===== src/rtl/app_ini_loader_if.sv =====
// APP input port bundle between the initial-message loader and the LDPC decoder.
// The master side (loader) drives the frame strobes, the segment index and the bank
// read addresses. The slave side (decoder) returns its ready and done handshakes.
interface app_ini_loader_if #(
    parameter int NUM_BANKS   = 8,
    parameter int BANK_ADDR_W = 2,
    parameter int NUM_SEGS    = 4
);
    localparam int SUB_W = (NUM_SEGS > 1) ? $clog2(NUM_SEGS) : 1;

    logic                             buf_valid;
    logic                             buf_start;
    logic                             buf_last;
    logic [SUB_W-1:0]                 sub_x;
    logic [NUM_BANKS*BANK_ADDR_W-1:0] bank_addr;
    logic                             dec_ready;
    logic                             dec_done;

    modport master (
        output buf_valid, buf_start, buf_last, sub_x, bank_addr,
        input  dec_ready, dec_done
    );

    modport slave (
        input  buf_valid, buf_start, buf_last, sub_x, bank_addr,
        output dec_ready, dec_done
    );
endinterface


===== src/rtl/app_ini_loader.sv =====
// app_ini_loader: streams initial APP (channel LLR) frames from NUM_BANKS input banks
// into the LDPC decoder. A frame has NUM_SEGS-1 short segments followed by one long
// segment. Bank read addresses step ADDR_LEAD cycles before each segment end so that
// ROM read latency is hidden. A job runs cfg_blk_num frames, each gated by dec_ready.
// The job finishes once the same number of dec_done pulses has been seen.
// Optional build macro APP_LOADER_SKEW_EN: bank k receives bank 0's address delayed
// by k cycles, which staggers the bank reads.
module app_ini_loader #(
    parameter int NUM_BANKS   = 8,
    parameter int BANK_ADDR_W = 2,
    parameter int NUM_SEGS    = 4,
    parameter int SEG_W       = 8,
    parameter int ADDR_LEAD   = 3,
    parameter int BLK_W       = 3
) (
    input  logic                 clk,
    input  logic                 rst_n,
    app_ini_loader_if.master     app,
    input  logic                 start,
    input  logic [SEG_W-1:0]     cfg_short_len,
    input  logic [SEG_W-1:0]     cfg_long_len,
    input  logic [BLK_W-1:0]     cfg_blk_num,
    output logic [BLK_W-1:0]     blk_sent,
    output logic                 busy,
    output logic                 all_done
);
    localparam int SUB_W = (NUM_SEGS > 1) ? $clog2(NUM_SEGS) : 1;
    localparam logic [SUB_W-1:0] LAST_SEG = SUB_W'(NUM_SEGS - 1);

    typedef enum logic [2:0] {
        IDLE,
        ARM,
        FILL1,
        FILL2,
        STREAM,
        WAITD,
        DONE
    } state_t;

    state_t                 state;
    state_t                 state_nxt;
    logic [SEG_W-1:0]       short_q;
    logic [SEG_W-1:0]       long_q;
    logic [BLK_W-1:0]       blk_num_q;
    logic [SEG_W-1:0]       seg_cnt;
    logic [SUB_W-1:0]       sub_q;
    logic [BANK_ADDR_W-1:0] addr0;
    logic [BLK_W-1:0]       blk_sent_q;
    logic [BLK_W-1:0]       done_cnt;
    logic [SEG_W-1:0]       cur_len;
    logic                   start_acc;
    logic                   last_seg;
    logic                   seg_end;
    logic                   frame_end;
    logic                   addr_step;

    // A start is honoured only while no job is in flight.
    assign start_acc = start && ((state == IDLE) || (state == DONE));
    assign last_seg  = (sub_q == LAST_SEG);
    assign cur_len   = last_seg ? long_q : short_q;
    assign seg_end   = (state == STREAM) && (seg_cnt == cur_len - SEG_W'(1));
    assign frame_end = seg_end && last_seg;
    assign addr_step = (state == STREAM) && (seg_cnt == cur_len - SEG_W'(ADDR_LEAD + 1));

    assign blk_sent  = blk_sent_q;
    assign app.sub_x = sub_q;

    // State register.
    always_ff @(posedge clk or negedge rst_n) begin
        if (!rst_n) state <= IDLE;
        else        state <= state_nxt;
    end

    // Next-state logic. The frame count includes the frame that is ending now.
    always_comb begin
        state_nxt = state;
        case (state)
            IDLE, DONE: if (start) state_nxt = ARM;
            ARM:        if (app.dec_ready) state_nxt = FILL1;
            FILL1:      state_nxt = FILL2;
            FILL2:      state_nxt = STREAM;
            STREAM: begin
                if (frame_end) begin
                    if ((blk_sent_q + BLK_W'(1)) < blk_num_q) state_nxt = ARM;
                    else                                       state_nxt = WAITD;
                end
            end
            WAITD:      if (done_cnt == blk_num_q) state_nxt = DONE;
            default:    state_nxt = IDLE;
        endcase
    end

    // Frame strobes and job status are decoded from the state and segment position.
    always_comb begin
        app.buf_valid = (state == STREAM);
        app.buf_start = (state == STREAM) && (sub_q == '0) && (seg_cnt == '0);
        app.buf_last  = frame_end;
        busy          = (state != IDLE) && (state != DONE);
        all_done      = (state == DONE);
    end

    // Job configuration is latched on an accepted start and held for the whole job.
    always_ff @(posedge clk or negedge rst_n) begin
        if (!rst_n) begin
            short_q   <= '0;
            long_q    <= '0;
            blk_num_q <= '0;
        end else if (start_acc) begin
            short_q   <= cfg_short_len;
            long_q    <= cfg_long_len;
            blk_num_q <= cfg_blk_num;
        end
    end

    // Segment cycle counter and segment index. Both are parked at zero outside STREAM.
    always_ff @(posedge clk or negedge rst_n) begin
        if (!rst_n) begin
            seg_cnt <= '0;
            sub_q   <= '0;
        end else if (state != STREAM) begin
            seg_cnt <= '0;
            sub_q   <= '0;
        end else if (seg_end) begin
            seg_cnt <= '0;
            sub_q   <= last_seg ? '0 : sub_q + 1'b1;
        end else begin
            seg_cnt <= seg_cnt + 1'b1;
        end
    end

    // Bank 0 read address: steps early in every segment and clears between frames.
    always_ff @(posedge clk or negedge rst_n) begin
        if (!rst_n)                             addr0 <= '0;
        else if ((state != STREAM) || frame_end) addr0 <= '0;
        else if (addr_step)                      addr0 <= addr0 + 1'b1;
    end

    // Frames issued in this job. The count advances on each frame's last cycle.
    always_ff @(posedge clk or negedge rst_n) begin
        if (!rst_n)         blk_sent_q <= '0;
        else if (start_acc) blk_sent_q <= '0;
        else if (frame_end) blk_sent_q <= blk_sent_q + 1'b1;
    end

    // Decoder completions counted in any active state, saturating at the job size.
    always_ff @(posedge clk or negedge rst_n) begin
        if (!rst_n) begin
            done_cnt <= '0;
        end else if (start_acc) begin
            done_cnt <= '0;
        end else if ((state != IDLE) && app.dec_done && (done_cnt != blk_num_q)) begin
            done_cnt <= done_cnt + 1'b1;
        end
    end

`ifdef APP_LOADER_SKEW_EN
    logic [BANK_ADDR_W-1:0] skew_q [1:NUM_BANKS-1];

    // Delay line: stage k holds bank 0's address from k cycles earlier.
    always_ff @(posedge clk or negedge rst_n) begin
        if (!rst_n) begin
            for (int k = 1; k < NUM_BANKS; k++) skew_q[k] <= '0;
        end else begin
            skew_q[1] <= addr0;
            for (int k = 2; k < NUM_BANKS; k++) skew_q[k] <= skew_q[k-1];
        end
    end

    // Bank 0 uses the live address. The other banks use their own delay stage.
    always_comb begin
        app.bank_addr = '0;
        app.bank_addr[0 +: BANK_ADDR_W] = addr0;
        for (int k = 1; k < NUM_BANKS; k++) begin
            app.bank_addr[k*BANK_ADDR_W +: BANK_ADDR_W] = skew_q[k];
        end
    end
`else
    // Every bank reads the same address in lockstep.
    always_comb begin
        app.bank_addr = '0;
        for (int k = 0; k < NUM_BANKS; k++) begin
            app.bank_addr[k*BANK_ADDR_W +: BANK_ADDR_W] = addr0;
        end
    end
`endif

endmodule


===== src/flat_wrapper.sv =====
// flat-port wrapper written by rule: the top's interface ports become plain ports
module app_ini_loader_flat 
#(
    parameter int NUM_BANKS   = 8,
    parameter int BANK_ADDR_W = 2,
    parameter int NUM_SEGS    = 4,
    parameter int SEG_W       = 8,
    parameter int ADDR_LEAD   = 3,
    parameter int BLK_W       = 3
)
  (clk, rst_n, start, cfg_short_len, cfg_long_len, cfg_blk_num, blk_sent, busy, all_done, app_buf_valid, app_buf_start, app_buf_last, app_sub_x, app_bank_addr, app_dec_ready, app_dec_done);
  app_ini_loader_if #(.NUM_BANKS(NUM_BANKS), .BANK_ADDR_W(BANK_ADDR_W), .NUM_SEGS(NUM_SEGS)) app_i ();
  input  logic clk;
  input  logic rst_n;
  input  logic start;
  input  logic [SEG_W-1:0] cfg_short_len;
  input  logic [SEG_W-1:0] cfg_long_len;
  input  logic [BLK_W-1:0] cfg_blk_num;
  output logic [BLK_W-1:0] blk_sent;
  output logic busy;
  output logic all_done;
  output wire logic [$bits(app_i.buf_valid)-1:0] app_buf_valid;
  output wire logic [$bits(app_i.buf_start)-1:0] app_buf_start;
  output wire logic [$bits(app_i.buf_last)-1:0] app_buf_last;
  output wire logic [$bits(app_i.sub_x)-1:0] app_sub_x;
  output wire logic [$bits(app_i.bank_addr)-1:0] app_bank_addr;
  input wire logic [$bits(app_i.dec_ready)-1:0] app_dec_ready;
  input wire logic [$bits(app_i.dec_done)-1:0] app_dec_done;
  assign app_buf_valid = app_i.buf_valid;
  assign app_buf_start = app_i.buf_start;
  assign app_buf_last = app_i.buf_last;
  assign app_sub_x = app_i.sub_x;
  assign app_bank_addr = app_i.bank_addr;
  assign app_i.dec_ready = app_dec_ready;
  assign app_i.dec_done = app_dec_done;
  app_ini_loader #(.NUM_BANKS(NUM_BANKS), .BANK_ADDR_W(BANK_ADDR_W), .NUM_SEGS(NUM_SEGS), .SEG_W(SEG_W), .ADDR_LEAD(ADDR_LEAD), .BLK_W(BLK_W)) u_core (.clk(clk), .rst_n(rst_n), .app(app_i), .start(start), .cfg_short_len(cfg_short_len), .cfg_long_len(cfg_long_len), .cfg_blk_num(cfg_blk_num), .blk_sent(blk_sent), .busy(busy), .all_done(all_done));
endmodule

===== config.mk =====
export PLATFORM = sky130hd
export DESIGN_NAME = app_ini_loader_flat
export DESIGN_NICKNAME = d
export VERILOG_FILES = /design/src/rtl/app_ini_loader_if.sv /design/src/rtl/app_ini_loader.sv /design/src/flat_wrapper.sv
export SDC_FILE = /design/constraint.sdc
export NUM_CORES = 1
export LEC_CHECK = 0
export ABC_AREA = 1
export CORE_MARGIN = 2
export CORE_UTILIZATION = 55
export CTS_CLUSTER_SIZE = 16
export DETAILED_ROUTE_END_ITERATION = 16
export GPL_ROUTABILITY_DRIVEN = 0
export PLACE_DENSITY_LB_ADDON = 0.12
export REMOVE_ABC_BUFFERS = 1
export SLEW_MARGIN = 40
export SYNTH_ARGS = -nofsm -noshare
export SYNTH_HDL_FRONTEND = slang
export SYNTH_SLANG_ARGS = --single-unit

===== constraint.sdc =====
create_clock -name clk -period 4.4 [get_ports clk]
set_clock_uncertainty 0.05 [all_clocks]
set_input_delay 0.66 -clock clk [delete_from_list [all_inputs] [get_ports clk]]
set_output_delay 0.66 -clock clk [all_outputs]
set_load 0.05 [all_outputs]

==> qor.yml, run 1 <==
logic_synthesis:
  syn_avg_cell_area_um2: 7.44
  synthCells: 359
  ys_ff_latch: 40
  netlist_area_um2: 2670
  yosysSeqAreaShare_pct: 37.5
  yosysWarnings: 0
  synth-main-ff-cell: "dfrtp_1"
  synth_edf_count: 0
  async_flop_share_pct: 100
  synthDistinctLibCells: 33
global_route:
  antenna_found_initial: 0
  grt_overflow: 0
  grt_first_pass_wirelength_mm: 9.23
  grt_max_degree: 41
  grt_pass1_vias: 2084
  grt_util_all_layers_pct: 21.9
outcome:
  status: "finished clean"
sta:
  period_share_pct: 91.1
  hold_viol: 0
  setup_viol: 0
  finalMaxSlewViolations: 0
  timing.fmax_mhz: 249
  tightestPinTransition_ns: 0.516
  whs_ns: 0.281
  fin_setup_tns_ns: 0
  max_slew_margin_pct: 65.5
  fin_crit_ns: 4.01
  rsz0062_at_grt: "false"
clock_tree:
  cts_setup_buffers: 0
  path_clk_slew_ns: 0.08
  cts_buffers: 5
  clk-insertion-delay-late_ns: 0.30
  cts_root_buf: "clkbuf_8"
  cts.htree.levels: 2
  ctsHoldBuffers: 0
  cts_tree: "built"
  clk_path_buf_depth: 2
  cts_resized: 0
  cts.sinks: 40
detailed_routing:
  drc: 0
  avgViaCountPerCell: 5.10
  ant_nets: 0
  vias: 2305
  firstDrtPassIters: 5
  drt_iter0_markers: 180
  wl_per_cell_um: 11.6
  wl_mm: 5.24
die:
  chipWidth_um: 73.7
  dieHeight_um: 73.7
  ios: 50
  fp-row-count: 25
  dieArea_um2: 5430
  initial_core_util_pct: 57.0
  core_area_um2: 4690
critical_path:
  r2r_end: "u_core.state[2]$_DFFE_PN0P_"
  cp_slowest_stage_delay_ns: 0.79
  r2r.worst_path.cells: 15
  crit_slowest_cell: "clkdlybuf4s50_1"
  r2r_slack_ns: 1.90
  cp-end-kind: "output port"
  crit_chain: "ha_2, inv_6, nand2_4, nand2_4, ha_1, xor2_1, nand3_1, nor2_1, nand2_1, nor2_2, nand2_4, nor2_8, nand2_4, inv_2, clkdlybuf4s50_1"
  worstPathArrival_ns: 3.30
  path_class: "reg -> out"
  startpoint_type: "flop"
  r2r_start: "u_core.app.sub_x[1]$_DFFE_PN0P_"
  cp_common_cell: "nand2_4"
  cp.required_ns: 3.69
  path_max_fanout: 14
power:
  leakage_nw: 1.57
  ir_drop_mv: 0.305
  netSwitchingFraction_pct: 45.0
  pwr-share-seq_pct: 33.0
  pwr-share-comb_pct: 51.7
  switchingPower_uw: 763
  p_per_area_nw_per_um2: 533
  clkPwrFrac_pct: 15.3
  p_int_uw: 933
placement:
  io_buffers: 49
  place_hpwl_mm: 4.13
cells_and_area:
  synthToLayoutAreaGrowth_pct: 19.0
  drive_above_1_share_pct: 10.1
  n_fill_cell: 389
  nNetsFinal: 430
  insertedDiodeCount: 0
run:
  max_cap_viol_count: 0
hold_path:
  holdCritPathClass: "in -> async"
through the flow:
step           util, %  setup WS (ns)  std cells  power, mW  area, um2
4_1_cts           67.7          0.187        452       1.70       3180
3_3_place_gp      65.7          0.597        444       1.42       3080
2_1_floorplan        -          0.832        339       1.23       2510
6_report          67.8          0.391        452       1.70       3180
5_1_grt           67.8          0.186        452       1.86       3180
3_5_place_dp      65.7          0.524        444       1.44       3080
worst max-delay path, delay by kind of cell, from the launching register on:
| family | cells | cell delay (ns) |
|---|---|---|
| and+or+nand+nor | 9 | 0.84 |
| xor gates and xnor gates | 1 | 0.15 |
| buffers and inverters | 3 | 0.98 |
| DFF | 1 | 0.38 |
| adders and majority gates | 2 | 0.66 |
kinds of logic after synthesis:
group / count (synthesis) / synth area share, %
AOI/OAI and AO/OA: 38 / 8.38
xor gates and xnor gates: 14 / 4.59
adders and majority gates: 9 / 4.21
buffers and inverters: 65 / 12.5
DFF: 40 / 37.5
and+or+nand+nor: 193 / 32.9
synth_stat cells (4+ instances only):
| cell | number | area, um2 |
|---|---|---|
| o21ai_0 | 24 | 120 |
| nand4_1 | 4 | 25.0 |
| nor3_1 | 7 | 35.0 |
| xnor2_1 | 5 | 43.8 |
| nand2_1 | 110 | 413 |
| nor2_2 | 8 | 50.1 |
| a21oi_1 | 6 | 30.0 |
| dfrtp_1 | 40 | 1000 |
| nand2_2 | 8 | 50.1 |
| xor2_1 | 9 | 78.8 |
| inv_1 | 42 | 158 |
| nand2_4 | 4 | 45.0 |
| ha_1 | 9 | 113 |
| buf_4 | 14 | 105 |
| nor2_1 | 21 | 78.8 |
| nand3_1 | 25 | 125 |
cells in the final DEF, fill, tap and decap left out, types with 5 or more instances in the layout:
master           instances
nor2_2                   8
xor2_1                   9
nor3_1                   7
clkbuf_8                 6
dfrtp_1                 40
nand2_2                  8
ha_1                     8
nand2_1                110
a21oi_1                  6
o21ai_0                 24
inv_1                   42
xnor2_1                  5
clkdlybuf4s50_1         48
nand3_1                 25
nor2_1                  21
area by class of cell:
cell class | instances | area (um2) | share of cell area [%]
flip-flops and latches | 40 | 1000 | 31.5
clock inverters | 1 | 7.51 | 0.236
inverters | 45 | 174 | 5.47
repair buffers | 51 | 503 | 15.8
clock buffers | 7 | 86.3 | 2.71
multi-input cells | 254 | 1340 | 42.2
well taps | 54 | 67.6 | 2.12
routing by layer:
metal / vias up / share of wire (%) / routed length (um) / global-route usage, %
met5: - / 0 / 0 / 0
met4: 0 / 1.3 / 67 / 6.46
met3: 6 / 4.4 / 231 / 4.94
met2: 58 / 47 / 2490 / 34.7
met1: 1047 / 47 / 2460 / 29.9
li1: 1194 / - / - / -
registers in the layout, summed over array words and instances (netlist names):
register / count
u_core.addr0: 2
u_core.app.sub_x: 2
u_core.blk_num_q: 3
u_core.blk_sent: 3
u_core.done_cnt: 3
u_core.long_q: 8
u_core.seg_cnt: 8
u_core.short_q: 8
u_core.state: 3
power by group through the flow:
| stage | Clock (mW) | Combinational [mW] | Sequential, mW |
|---|---|---|---|
| after global placement | 0 | 0.855 | 0.562 |
| after detailed placement | 0 | 0.878 | 0.566 |
| after floorplan | 0 | 0.682 | 0.552 |
| after global routing | 0.280 | 1.00 | 0.574 |
| after CTS | 0.264 | 0.881 | 0.559 |
| final | 0.259 | 0.878 | 0.559 |
worst max path at each step:
| stage | start | cells after the start | to |
|---|---|---|---|
| 5_1_grt | u_core.app.sub_x[0]$_DFFE_PN0P_ | 15 | app_buf_last |
| 4_1_cts | u_core.app.sub_x[0]$_DFFE_PN0P_ | 15 | app_buf_last |
| 3_3_place_gp | u_core.app.sub_x[0]$_DFFE_PN0P_ | 15 | app_buf_last |
| 6_report | u_core.app.sub_x[1]$_DFFE_PN0P_ | 15 | app_buf_last |
| 2_1_floorplan | u_core.app.sub_x[1]$_DFFE_PN0P_ | 14 | app_buf_last |
| 3_5_place_dp | u_core.app.sub_x[1]$_DFFE_PN0P_ | 15 | app_buf_last |
Power figures use the tool's default switching activity.
==> run 2, diff against run 1 <==
--- a/config.mk
+++ b/config.mk
@@ -17,3 +17,4 @@
 export SYNTH_ARGS = -nofsm -noshare
 export SYNTH_HDL_FRONTEND = slang
 export SYNTH_SLANG_ARGS = --single-unit
+export TNS_END_PERCENT = 20
==> constraint.sdc (replaced) <==
create_clock -name clk -period 4.4 [get_ports clk]
set_clock_uncertainty 0.05 [all_clocks]
set_input_delay 1.1 -clock clk [delete_from_list [all_inputs] [get_ports clk]]
set_output_delay 1.1 -clock clk [all_outputs]
set_load 0.05 [all_outputs]
==> run 2 against run 1 <==
Maximum frequency grew 0.18%. Global-route usage grew 0.49 points. Combinational power is essentially flat. Sequential power is essentially flat. Critical path type unchanged. Critical endpoint unchanged.
==> qor.yml, run 2 (synthesized netlist as in run 1, its figures left out) <==
critical_path:
  path_max_fanout: 18  # +4
  crit_slowest_cell: "ha_2"
  startpoint_type: "flop"
  cp_slowest_stage_delay_ns: 0.49  # -0.30 ns
  cp.required_ns: 3.25  # -0.44 ns
  cp_common_cell: "nand2_4"
  r2r.worst_path.cells: 15  # unchanged
  path_class: "reg -> out"
  r2r_end: "u_core.state[1]$_DFFE_PN0P_"
  r2r_start: "u_core.app.sub_x[1]$_DFFE_PN0P_"
  cp-end-kind: "output port"
  crit_chain: "ha_2, inv_6, nand2_4, nand2_4, ha_1, xor2_1, nand3_1, nor2_1, nand2_1, nor2_2, nand2_4, nor2_8, nand2_4, inv_2, buf_12"
  worstPathArrival_ns: 2.85  # -0.45 ns
  r2r_slack_ns: 1.70  # -0.20 ns
die:
  dieArea_um2: 5430  # unchanged
  fp-row-count: 25  # unchanged
  ios: 50  # unchanged
  initial_core_util_pct: 57.0  # unchanged
  chipWidth_um: 73.7  # unchanged
  dieHeight_um: 73.7  # unchanged
  core_area_um2: 4690  # unchanged
sta:
  timing.fmax_mhz: 250  # +0.18%
  fin_setup_tns_ns: 0  # unchanged
  period_share_pct: 91.0  # -0.16 points
  finalMaxSlewViolations: 0  # unchanged
  rsz0062_at_grt: "false"
  fin_crit_ns: 4.00  # -0.00725 ns
  setup_viol: 0  # unchanged
  tightestPinTransition_ns: 0.514  # -0.00209 ns
  hold_viol: 0  # unchanged
  max_slew_margin_pct: 65.7  # +0.14 points
run:
  max_cap_viol_count: 0  # unchanged
cells_and_area:
  drive_above_1_share_pct: 10.3  # +0.28 points
  final_cell_mix: "110 x nand2_1, 47 x clkdlybuf4s50_1, 42 x inv_1"
  reg.largest.list: "u_core.long_q: 8 flops, u_core.seg_cnt: 8 flops, u_core.short_q: 8 flops"
  fin_util_pct: 68.2  # +0.43 points
  final_common_cell: "nand2_1"
  insertedDiodeCount: 0  # unchanged
  nNetsFinal: 429  # -0.23%
  synthToLayoutAreaGrowth_pct: 19.8
clock_tree:
  cts.sinks: 40  # unchanged
  clk_path_buf_depth: 2  # unchanged
  cts_setup_buffers: 0  # unchanged
  cts_buffers: 5  # unchanged
  clk-insertion-delay-late_ns: 0.30  # about the same
  cts.htree.levels: 2  # unchanged
  cts_resized: 0  # unchanged
  path_clk_slew_ns: 0.08  # about the same
  cts_root_buf: "clkbuf_8"
  cts_tree: "built"
  ctsHoldBuffers: 0  # unchanged
power:
  ir_drop_mv: 0.289  # -5.4%
  power_mw: 1.74  # +2.7%
  leakage_nw: 1.58  # +0.57%
  p_per_area_nw_per_um2: 544  # +2.1%
detailed_routing:
  firstDrtPassIters: 4  # -1
  drt_iter0_markers: 145  # -19%
  drc: 0  # unchanged
  vias: 2315  # +0.43%
  wl_per_cell_um: 12.1  # +4.6%
  ant_nets: 0  # unchanged
  avgViaCountPerCell: 5.13  # +0.66%
  wl_mm: 5.47  # +4.4%
global_route:
  grt_first_pass_wirelength_mm: 9.37  # +1.5%
  grt_util_all_layers_pct: 22.4  # +0.49 points
  grt_pass1_vias: 2083  # -0.048%
  grt_overflow: 0  # unchanged
  antenna_found_initial: 0  # unchanged
  grt_max_degree: 41  # unchanged
hold_path:
  hold_end: "u_core.long_q[7]$_DFFE_PN0P_"
  holdCritPathClass: "reg -> reg"
  hp-start: "u_core.long_q[7]$_DFFE_PN0P_"
  hold_path_depth: 2
outcome:
  status: "finished clean"
placement:
  place_hpwl_mm: 4.08  # -1.0%
  io_buffers: 49  # unchanged
[run 2: cell types whose count changed in the layout (fill, tap and decap cells not counted), sizes merged]
cell / before / now
bufinv: 0 / 1
clkdlybuf4s50: 48 / 47
clkbuf: 7 / 5
clkinv: 1 / 2
[run 2: worst max path at each step]
| stage | start | endpoint | slack [ns] | cells past startpoint |
|---|---|---|---|---|
| CTS | u_core.app.sub_x[1]$_DFFE_PN0P_ | app_buf_last | 0.09 | 15 |
| finish | u_core.app.sub_x[1]$_DFFE_PN0P_ | app_buf_last | 0.40 | 15 |
| global route | u_core.app.sub_x[1]$_DFFE_PN0P_ | app_buf_last | 0.19 | 15 |
| detailed placement | u_core.app.sub_x[1]$_DFFE_PN0P_ | app_buf_last | 0.44 | 15 |
| floorplan | u_core.app.sub_x[1]$_DFFE_PN0P_ | app_buf_last | 0.39 | 14 |
| global placement | u_core.app.sub_x[0]$_DFFE_PN0P_ | app_buf_last | 0.54 | 15 |
[run 2: metrics by stage]
stage	cells	setup WS, ns	cell area, um2	hold WS (ns)
after floorplan	339	0.392	2510	0.392
after global placement	443	0.540	3080	0.407
after detailed placement	443	0.438	3090	0.410
after CTS	451	0.0860	3200	0.432
after global routing	451	0.194	3200	0.452
final	451	0.398	3200	0.426
[run 2: final cells by class]
type	count	area (um2)
Inverter	45	174
Clock inverter	3	42.5
Multi-Input combinational cell	254	1340
Timing Repair Buffer	50	505
Fill cell	419	1490
Sequential cell	40	1000
Tap cell	54	67.6
Clock buffer	5	68.8
[run 2: where the power goes]
group	internal [mW]	leakage (nW)	total, mW	switching [mW]
sequential	0.482	0.520	0.559	0.0770
combinational	0.323	1.00	0.878	0.554
clock	0.168	0.0541	0.306	0.138
[run 2: per-layer routing]
layer	part of all wire, %	GRT usage (%)
met1	48	30.9
met2	46	35.3
met3	4.3	4.25
met4	1.6	7.27
met5	0	0
[run 2: critical path: cells and delay by family, from the launching register on]
kind | cells | cell delay [ns]
buffers and inverters | 3 | 0.37
adder cells (fa/ha/maj) | 2 | 0.77
flip-flops | 1 | 0.39
AND/OR/NAND/NOR | 9 | 0.85
XOR/XNOR | 1 | 0.15
==> run 3, diff against run 2 <==
--- a/config.mk
+++ b/config.mk
@@ -7,7 +7,7 @@
 export LEC_CHECK = 0
 export ABC_AREA = 1
 export CORE_MARGIN = 2
-export CORE_UTILIZATION = 55
+export CORE_UTILIZATION = 53
 export CTS_CLUSTER_SIZE = 16
 export DETAILED_ROUTE_END_ITERATION = 16
 export GPL_ROUTABILITY_DRIVEN = 0
==> run 3 against run 2 <==
Cell area fell by 0.55%. Largest power group unchanged. Sequential power barely moved. Combinational power barely moved. Highest routed layer unchanged. Clock power shrank 24%. Total power decreased by 4.0%.
==> qor.yml, run 3 (synthesized netlist as in run 1, its figures left out) <==
detailed_routing:
  drt_iter0_markers: 164  # +13%
  avgViaCountPerCell: 4.95  # -3.6%
  wl_per_cell_um: 11.6  # -4.3%
  drc: 0  # unchanged
  vias: 2290  # -1.1%
  ant_nets: 0  # unchanged
  firstDrtPassIters: 5  # +1
  wl_mm: 5.38  # -1.7%
clock_tree:
  cts_root_buf: "clkbuf_8"
  cts_buffers: 5  # unchanged
  cts_resized: 0  # unchanged
  cts_tree: "built"
  path_clk_slew_ns: 0.07  # about the same
  cts_setup_buffers: 0  # unchanged
  clk_path_buf_depth: 2  # unchanged
  cts.htree.levels: 2  # unchanged
  ctsHoldBuffers: 0  # unchanged
  cts.sinks: 40  # unchanged
  clk-insertion-delay-late_ns: 0.29  # about the same
placement:
  dpl_cell_area_um2: 3100  # +0.53%
  place_hpwl_mm: 4.15  # +1.6%
  io_buffers: 49  # unchanged
  post-place-ws_ns: 0.456  # +0.0176 ns
cells_and_area:
  drive_above_1_share_pct: 9.85  # -0.48 points
  insertedDiodeCount: 0  # unchanged
  reg.largest.list: "u_core.long_q: 8 flops, u_core.seg_cnt: 8 flops, u_core.short_q: 8 flops"
  synthToLayoutAreaGrowth_pct: 19.1
  fin_util_pct: 66.5  # -1.7 points
  final_cell_mix: "110 x nand2_1, 47 x clkdlybuf4s50_1, 42 x inv_1"
  final_area_um2: 3180  # -0.55%
  final_common_cell: "nand2_1"
  nNetsFinal: 429  # unchanged
global_route:
  grt_first_pass_wirelength_mm: 9.68  # +3.3%
  grt_pass1_vias: 2200  # +5.6%
  grt_overflow: 0  # unchanged
  grt_max_degree: 41  # unchanged
  antenna_found_initial: 0  # unchanged
  grt_util_all_layers_pct: 22.5  # +0.14 points
sta:
  fin_setup_tns_ns: 0  # unchanged
  tightestPinTransition_ns: 0.510  # -0.00402 ns
  timing.fmax_mhz: 253  # +1.4%
  finalMaxSlewViolations: 0  # unchanged
  hold_viol: 0  # unchanged
  rsz0062_at_grt: "false"
  max_slew_margin_pct: 65.9  # +0.27 points
  setup_slack_ns: 0.452  # +0.0541 ns
  fin_crit_ns: 3.95  # -0.0541 ns
  period_share_pct: 89.7  # -1.2 points
  setup_viol: 0  # unchanged
hold_path:
  hold_end: "u_core.long_q[7]$_DFFE_PN0P_"
  hold_path_depth: 2  # unchanged
  hp-start: "u_core.long_q[7]$_DFFE_PN0P_"
  holdCritPathClass: "reg -> reg"
critical_path:
  r2r.worst_path.cells: 15  # unchanged
  path_class: "reg -> out"
  startpoint_type: "flop"
  r2r_start: "u_core.app.sub_x[0]$_DFFE_PN0P_"
  cp.required_ns: 3.25  # about the same
  worstPathArrival_ns: 2.80  # -0.05 ns
  cp-end-kind: "output port"
  path_max_fanout: 18  # unchanged
  r2r_slack_ns: 1.76  # +0.06 ns
  r2r_end: "u_core.state[1]$_DFFE_PN0P_"
die:
  ios: 50  # unchanged
  dieHeight_um: 75.0  # +1.8%
  initial_core_util_pct: 55.8  # -1.1 points
  core_area_um2: 4790  # +2.0%
  chipWidth_um: 75.0  # +1.8%
  dieArea_um2: 5630  # +3.6%
  fp-row-count: 25  # unchanged
power:
  ir_drop_mv: 0.325  # +12%
  pwr-share-seq_pct: 33.5  # +1.4 points
  p_per_area_nw_per_um2: 526  # -3.4%
  clkPwrFrac_pct: 13.8  # -3.8 points
  power_mw: 1.67  # -4.0%
  switchingPower_uw: 760  # -1.2%
  p_int_uw: 913  # -6.2%
  leakage_nw: 1.56  # -0.83%
  pwr-share-comb_pct: 52.7  # +2.3 points
  netSwitchingFraction_pct: 45.4  # +1.3 points
outcome:
  status: "finished clean"
run:
  max_cap_viol_count: 0  # unchanged
-- run 3: metal layers --
layer | track usage, % | vias up | wire (um)
met2 | 34.9 | 60 | 2460
met3 | 4.28 | 9 | 284
met1 | 31.3 | 1028 | 2560
met4 | 8.73 | 0 | 70
li1 | - | 1193 | -
met5 | 0 | - | 0
-- run 3: area by class of cell --
cell class                 count  area (um2)
fill                         415        1600
timing repair buffer          50         505
sequential                    40        1000
clock inverter                 1        5.00
clock buffer                   6        72.6
tap                           67        83.8
inverter                      45         174
multi-input combinational    254        1340
-- run 3: metrics by stage --
stage / std cells / hold slack, ns
detailed placement: 456 / 0.423
finish: 463 / 0.435
floorplan: 339 / 0.392
CTS: 463 / 0.441
global route: 463 / 0.468
global placement: 456 / 0.424
-- run 3: worst max path at each step --
stage | startpoint | end | depth (start not counted)
floorplan | u_core.app.sub_x[1]$_DFFE_PN0P_ | app_buf_last | 14
finish | u_core.app.sub_x[0]$_DFFE_PN0P_ | app_buf_last | 15
global route | u_core.app.sub_x[1]$_DFFE_PN0P_ | app_buf_last | 15
detailed placement | u_core.app.sub_x[1]$_DFFE_PN0P_ | app_buf_last | 15
CTS | u_core.app.sub_x[0]$_DFFE_PN0P_ | app_buf_last | 15
global placement | u_core.app.sub_x[0]$_DFFE_PN0P_ | app_buf_last | 15
-- run 3: power by group through the flow --
| stage | Combinational [mW] | Clock [mW] | Sequential, mW |
|---|---|---|---|
| CTS | 0.885 | 0.237 | 0.561 |
| detailed placement | 0.880 | 0 | 0.568 |
| floorplan | 0.682 | 0 | 0.552 |
| global placement | 0.855 | 0 | 0.564 |
| global route | 1.02 | 0.252 | 0.576 |
| finish | 0.881 | 0.232 | 0.561 |
-- run 3: critical path: stages (launching register included) --
cell,delay (ns)
dfrtp_1,0.37
ha_2,0.47
inv_6,0.14
nand2_4,0.09
nand2_4,0.06
ha_1,0.28
xor2_1,0.14
nand3_1,0.09
nor2_1,0.12
nand2_1,0.07
nor2_2,0.13
nand2_4,0.11
nor2_8,0.13
nand2_4,0.07
inv_2,0.09
buf_12,0.13
